File: src/rtl/tt_capture_8_5_if.sv
// Bus bundle for tt_capture_8_5: sweep control, stimulus/response pair and table readback.
// Defining TT_CAPTURE_CHECK_EN adds the reference response and mismatch reporting signals.
interface tt_capture_8_5_if;
    logic       i_start;
    logic       o_busy;
    logic       o_done;
    logic [7:0] o_x;
    logic [4:0] i_y;
    logic [7:0] i_rd_addr;
    logic [4:0] o_rd_data;
`ifdef TT_CAPTURE_CHECK_EN
    logic [4:0] i_ref_y;
    logic       o_err;
    logic [8:0] o_err_cnt;

    modport master (
        input  i_start, i_y, i_rd_addr, i_ref_y,
        output o_busy, o_done, o_x, o_rd_data, o_err, o_err_cnt
    );

    modport slave (
        output i_start, i_y, i_rd_addr, i_ref_y,
        input  o_busy, o_done, o_x, o_rd_data, o_err, o_err_cnt
    );
`else
    modport master (
        input  i_start, i_y, i_rd_addr,
        output o_busy, o_done, o_x, o_rd_data
    );

    modport slave (
        output i_start, i_y, i_rd_addr,
        input  o_busy, o_done, o_x, o_rd_data
    );
`endif
endinterface

File: src/rtl/tt_capture_8_5.sv
// Truth-table capture engine: sweeps an 8-bit stimulus over a combinational block and records its 5-bit response.
// Optional TT_CAPTURE_CHECK_EN adds a per-vector compare against a reference response.
module tt_capture_8_5 #(
    parameter int SETTLE_CYCLES = 2
) (
    input logic              clk,
    input logic              i_rst_n,
    tt_capture_8_5_if.master bus
);
    localparam logic [3:0] SETTLE_LAST = 4'(SETTLE_CYCLES - 1);

    typedef enum logic [1:0] {IDLE, SETTLE, CAPTURE, DONE} state_t;

    state_t     state;
    state_t     state_nxt;
    logic [7:0] x;
    logic [7:0] x_nxt;
    logic [3:0] settle_cnt;
    logic [3:0] settle_cnt_nxt;
    logic       wr_en;
    logic       busy;
    logic       done;
    logic [4:0] cap_mem [256];
    logic [4:0] rd_data;

    always_ff @(posedge clk) begin
        if (!i_rst_n) begin
            state      <= IDLE;
            x          <= '0;
            settle_cnt <= '0;
        end else begin
            state      <= state_nxt;
            x          <= x_nxt;
            settle_cnt <= settle_cnt_nxt;
        end
    end

    always_comb begin
        state_nxt      = state;
        x_nxt          = x;
        settle_cnt_nxt = settle_cnt;
        wr_en          = 1'b0;
        busy           = 1'b0;
        done           = 1'b0;
        case (state)
            IDLE: begin
                if (bus.i_start) begin
                    x_nxt          = '0;
                    settle_cnt_nxt = '0;
                    state_nxt      = SETTLE;
                end
            end
            SETTLE: begin
                busy           = 1'b1;
                settle_cnt_nxt = settle_cnt + 4'd1;
                if (settle_cnt == SETTLE_LAST) begin
                    state_nxt = CAPTURE;
                end
            end
            CAPTURE: begin
                busy  = 1'b1;
                wr_en = 1'b1;
                // The last vector leaves o_x parked at 255 instead of wrapping.
                if (x == 8'd255) begin
                    state_nxt = DONE;
                end else begin
                    x_nxt          = x + 8'd1;
                    settle_cnt_nxt = '0;
                    state_nxt      = SETTLE;
                end
            end
            DONE: begin
                done      = 1'b1;
                state_nxt = IDLE;
            end
            default: state_nxt = IDLE;
        endcase
    end

    // The table itself is never cleared; a capture coinciding with reset is dropped.
    always_ff @(posedge clk) begin
        if (wr_en && i_rst_n) begin
            cap_mem[x] <= bus.i_y;
        end
    end

    // Sampling the array before this edge's write lands gives read-before-write.
    always_ff @(posedge clk) begin
        if (!i_rst_n) begin
            rd_data <= '0;
        end else begin
            rd_data <= cap_mem[bus.i_rd_addr];
        end
    end

    assign bus.o_x       = x;
    assign bus.o_busy    = busy;
    assign bus.o_done    = done;
    assign bus.o_rd_data = rd_data;

`ifdef TT_CAPTURE_CHECK_EN
    logic       err;
    logic [8:0] err_cnt;

    // Results persist after a sweep and are cleared only by reset or the next accepted start.
    always_ff @(posedge clk) begin
        if (!i_rst_n || (state == IDLE && bus.i_start)) begin
            err     <= 1'b0;
            err_cnt <= '0;
        end else if (state == CAPTURE && bus.i_y != bus.i_ref_y) begin
            err <= 1'b1;
            if (err_cnt != 9'd256) begin
                err_cnt <= err_cnt + 9'd1;
            end
        end
    end

    assign bus.o_err     = err;
    assign bus.o_err_cnt = err_cnt;
`endif
endmodule

File: src/flat_wrapper.sv
// flat-port wrapper written by rule: the top's interface ports become plain ports
module tt_capture_8_5_flat 
#(
    parameter int SETTLE_CYCLES = 2
)
  (clk, i_rst_n, bus_i_start, bus_i_y, bus_i_rd_addr, bus_o_busy, bus_o_done, bus_o_x, bus_o_rd_data);
  tt_capture_8_5_if bus_i ();
  input logic clk;
  input logic i_rst_n;
  input wire logic [$bits(bus_i.i_start)-1:0] bus_i_start;
  input wire logic [$bits(bus_i.i_y)-1:0] bus_i_y;
  input wire logic [$bits(bus_i.i_rd_addr)-1:0] bus_i_rd_addr;
  output wire logic [$bits(bus_i.o_busy)-1:0] bus_o_busy;
  output wire logic [$bits(bus_i.o_done)-1:0] bus_o_done;
  output wire logic [$bits(bus_i.o_x)-1:0] bus_o_x;
  output wire logic [$bits(bus_i.o_rd_data)-1:0] bus_o_rd_data;
  assign bus_i.i_start = bus_i_start;
  assign bus_i.i_y = bus_i_y;
  assign bus_i.i_rd_addr = bus_i_rd_addr;
  assign bus_o_busy = bus_i.o_busy;
  assign bus_o_done = bus_i.o_done;
  assign bus_o_x = bus_i.o_x;
  assign bus_o_rd_data = bus_i.o_rd_data;
  tt_capture_8_5 #(.SETTLE_CYCLES(SETTLE_CYCLES)) u_core (.clk(clk), .i_rst_n(i_rst_n), .bus(bus_i));
endmodule
File: config.mk
export PLATFORM = sky130hd
export DESIGN_NAME = tt_capture_8_5_flat
export DESIGN_NICKNAME = d
export VERILOG_FILES = /design/src/rtl/tt_capture_8_5_if.sv /design/src/rtl/tt_capture_8_5.sv /design/src/flat_wrapper.sv
export SDC_FILE = /design/constraint.sdc
export NUM_CORES = 1
export LEC_CHECK = 0
export CAP_MARGIN = 20
export CORE_UTILIZATION = 50
export DETAILED_ROUTE_END_ITERATION = 6
export PLACE_DENSITY = 0.65
export RECOVER_POWER = 50
export REMOVE_ABC_BUFFERS = 1
export SYNTH_ARGS = -nofsm -noshare
export SYNTH_HDL_FRONTEND = slang
export SYNTH_SLANG_ARGS = --single-unit
File: constraint.sdc
create_clock -name clk -period 3.6 [get_ports clk]
set_input_delay 0.9 -clock clk [delete_from_list [all_inputs] [get_ports clk]]
set_output_delay 0.9 -clock clk [all_outputs]
set_load 0.1 [all_outputs]
==> flow_metrics.tcl, run 1 <==
set metrics [dict create \
    grt_antenna_before_repair 3 \
    finalSetupViolCount 0 \
    hp-start "u_core.settle_cnt[2]$_SDFFE_PN0P_" \
    drv_cap 5 \
    r2r_setup_slack_ns 0.72 \
    dp.cells 4146 \
    cp-startpoint "bus_i_y[1]" \
    final_area_sq_um 58900 \
    insertion_delay_ns 0.75 \
    final_hold_viol_count 0 \
    placed_area_sq_um 54600 \
    cts_resized 0 \
    yosysWarnings 0 \
    drtPass1Iterations 6 \
    p_leak_nw 18.7 \
    end_kind "register" \
    synthFlopType "edfxtp_1" \
    synth_area_sq_um 52200 \
    timing.rr.end "u_core.cap_mem[71][3]$_DFFE_PP_" \
    utilization_pct 56.9 \
    fp.dieW_um 325 \
    start_kind "input port" \
    rsz0062_at_grt "no" \
    grt_pass1_wl_mm 196 \
    postRouteAntennaNets 0 \
    initialDrtViolationCount 3627 \
    crit_buf_inv 2 \
    arrival_ns 3.58 \
    crit_chain "dlygate4sd2_1 > buf_12" \
    area_delta_synth_final_pct 12.8 \
    fin_crit_ns 3.14 \
    avgRoutedWirePerCell_um 31.2 \
    whs_path_depth 2 \
    slew_violations 340 \
    clockBufferDepth 3 \
    crit_path_top_delay_cell "dlygate4sd2_1" \
    fp.dieH_um 325 \
    tightest_slew_ns 2.82 \
    ys_seq_area_share_pct 74.4 \
    drc_errors 0 \
    path_max_fanout 104 \
    drt_wl_total_mm 137 \
    status "finished with violations" \
    tns_ns 0 \
    grt_overflow 0 \
    cts-root-buf "clkbuf_16" \
    final_cells 4387 \
    nets 2929 \
    track_usage_pct 26.0 \
    cts.sinks 1299 \
    fp.dieArea_sq_um 106000 \
    min_to "u_core.settle_cnt[2]$_SDFFE_PN0P_" \
    yosys-top-cells-count "edfxtp_1 (1280), nor2_1 (299), mux4_2 (226)" \
    clock_skew_ns 0.0390 \
    violations "max-capacitance violations, max-slew violations" \
    vias_per_cell 6.35 \
    io_buffers 30 \
    ios 31 \
    synth.most_common_cell "edfxtp_1" \
    whs_ns 0.530 \
    max_freq_ghz 0.319 \
    avgSynthCellArea_sq_um 19.0 \
    grt_start_max_net_pins 105 \
    synth_async_sr_flop_share_pct 0 \
    ir_drop_mv 0.494 \
    synth_top_area_share_pct 73.7 \
    num_rows 118 \
    synthCells 2740 \
    initial_core_util_pct 50.4 \
    clk_pin_slew_ns 0.06 \
    critPathKind "in2reg" \
    drive_gt1_share_pct 22.3 \
    core_sq_um 103000 \
    reg2reg_depth 3 \
    htree_levels 4 \
    worstPathRequired_ns 4.04 \
    post_cts_buffers 0 \
    hold_path_class "reg2reg" \
    period_share_pct 87.2 \
    hpwl_mm 89.7 \
    postCtsHoldBufs 0 \
    r2r-start "u_core.bus.o_x[6]$_SDFFE_PN0P_" \
    cts_made_buffers 133 \
    synth_edf_count 1280 \
    slew_headroom_pct -87.8 \
    netlist.top_cell.by_area "edfxtp_1" \
    max_stage_delay_ns 2.10 \
    powerDensity_nw_per_um2 553 \
    synth_area_leaders "edfxtp_1 (74%), mux4_2 (9.8%), mux2i_1 (3.5%), nor2_1 (2.2%), buf_12 (0.73%)" \
    place_congestion 0.935 \
    grt_pass1_vias 27752 \
    synth-seq-cells 1299 \
    setup_slack_ns 0.462 \
    cpLargestDelayFamily "buffers and inverters" \
    power_mw 32.5 \
    vias 27863 \
    yosysUniqueCellTypes 72 \
    cts_tree "built" \
    pre_cts_ws_ns -0.0452 \
]
==> state kept, by name (all words and copies together), names as in the netlist <==
name / cells
u_core.cap_mem: 1280
u_core.settle_cnt: 4
u_core.bus.o_rd_data: 5
u_core.bus.o_x: 8
u_core.state: 2
==> worst max path at each step <==
stage	endpoint	slack [ns]	cells past startpoint
after floorplan	u_core.bus.o_rd_data[3]$_SDFF_PN0_	0.29	6
after global placement	u_core.bus.o_rd_data[1]$_SDFF_PN0_	-0.05	10
after detailed placement	u_core.bus.o_rd_data[3]$_SDFF_PN0_	-0.05	8
after CTS	u_core.bus.o_rd_data[3]$_SDFF_PN0_	0.74	8
after global routing	u_core.cap_mem[125][1]$_DFFE_PP_	0.36	2
final	u_core.cap_mem[126][1]$_DFFE_PP_	0.46	2
==> final cells by class <==
class,instances,area [sq um]
Inverter,11,41.3
Fill cell,7551,44600
Clock inverter,75,815
Timing Repair Buffer,207,1830
Multi-Input combinational cell,1249,12000
Clock buffer,165,3600
Sequential cell,1299,38800
Antenna cell,1,2.50
Tap cell,1380,1730
==> cell usage in the layout, fill, tap and decap left out, types with 12 or more instances in the layout <==
| master | count |
|---|---|
| o221ai_1 | 43 |
| mux4_2 | 226 |
| clkbuf_1 | 36 |
| dfxtp_1 | 19 |
| nand2_1 | 63 |
| bufinv_16 | 15 |
| a21oi_1 | 34 |
| clkinv_1 | 18 |
| nand3_1 | 39 |
| o211ai_1 | 12 |
| ha_1 | 12 |
| nor2_1 | 299 |
| o221ai_2 | 12 |
| buf_12 | 25 |
| a211oi_1 | 31 |
| a22oi_1 | 41 |
| clkbuf_16 | 138 |
| clkinv_2 | 28 |
| nand4_1 | 20 |
| mux2_2 | 18 |
| o22ai_1 | 55 |
| buf_4 | 148 |
| mux2i_1 | 180 |
| edfxtp_1 | 1280 |
==> power breakdown <==
group | switching (mW) | internal (mW)
Combinational | 1.34 | 0.646
Sequential | 0.0436 | 16.6
Clock | 5.65 | 8.20
Total | 7.04 | 25.5
==> logic make-up after synthesis <==
kind of cell             Yosys count  share of synthesized area [%]
AO/OA/AOI/OAI                    299                           4.40
XOR/XNOR                           6                          0.101
adder cells (fa/ha/maj)           12                          0.288
buffers and inverters            192                           2.60
flip-flops                      1299                           74.4
multiplexers                     432                           13.9
AND/OR/NAND/NOR                  500                           4.28
==> per-layer routing <==
metal | up-vias | part of all wire [%] | wire [um] | track usage (%)
li1 | 11511 | - | - | -
met1 | 14592 | 40 | 54700 | 36.5
met2 | 1545 | 48 | 65200 | 40.9
met3 | 213 | 9.5 | 13000 | 5.60
met4 | 2 | 2.9 | 4010 | 8.12
met5 | - | 0.058 | 80 | 0.543
Note: power is estimated with default switching activity, not from simulation.
==> inputs of run 2 (changes only) <==
Settings changed: GPL_ROUTABILITY_DRIVEN from default to 0.
==> results of run 2 <==
No change in the layout: final DEF, timing and power equal those of run 1.
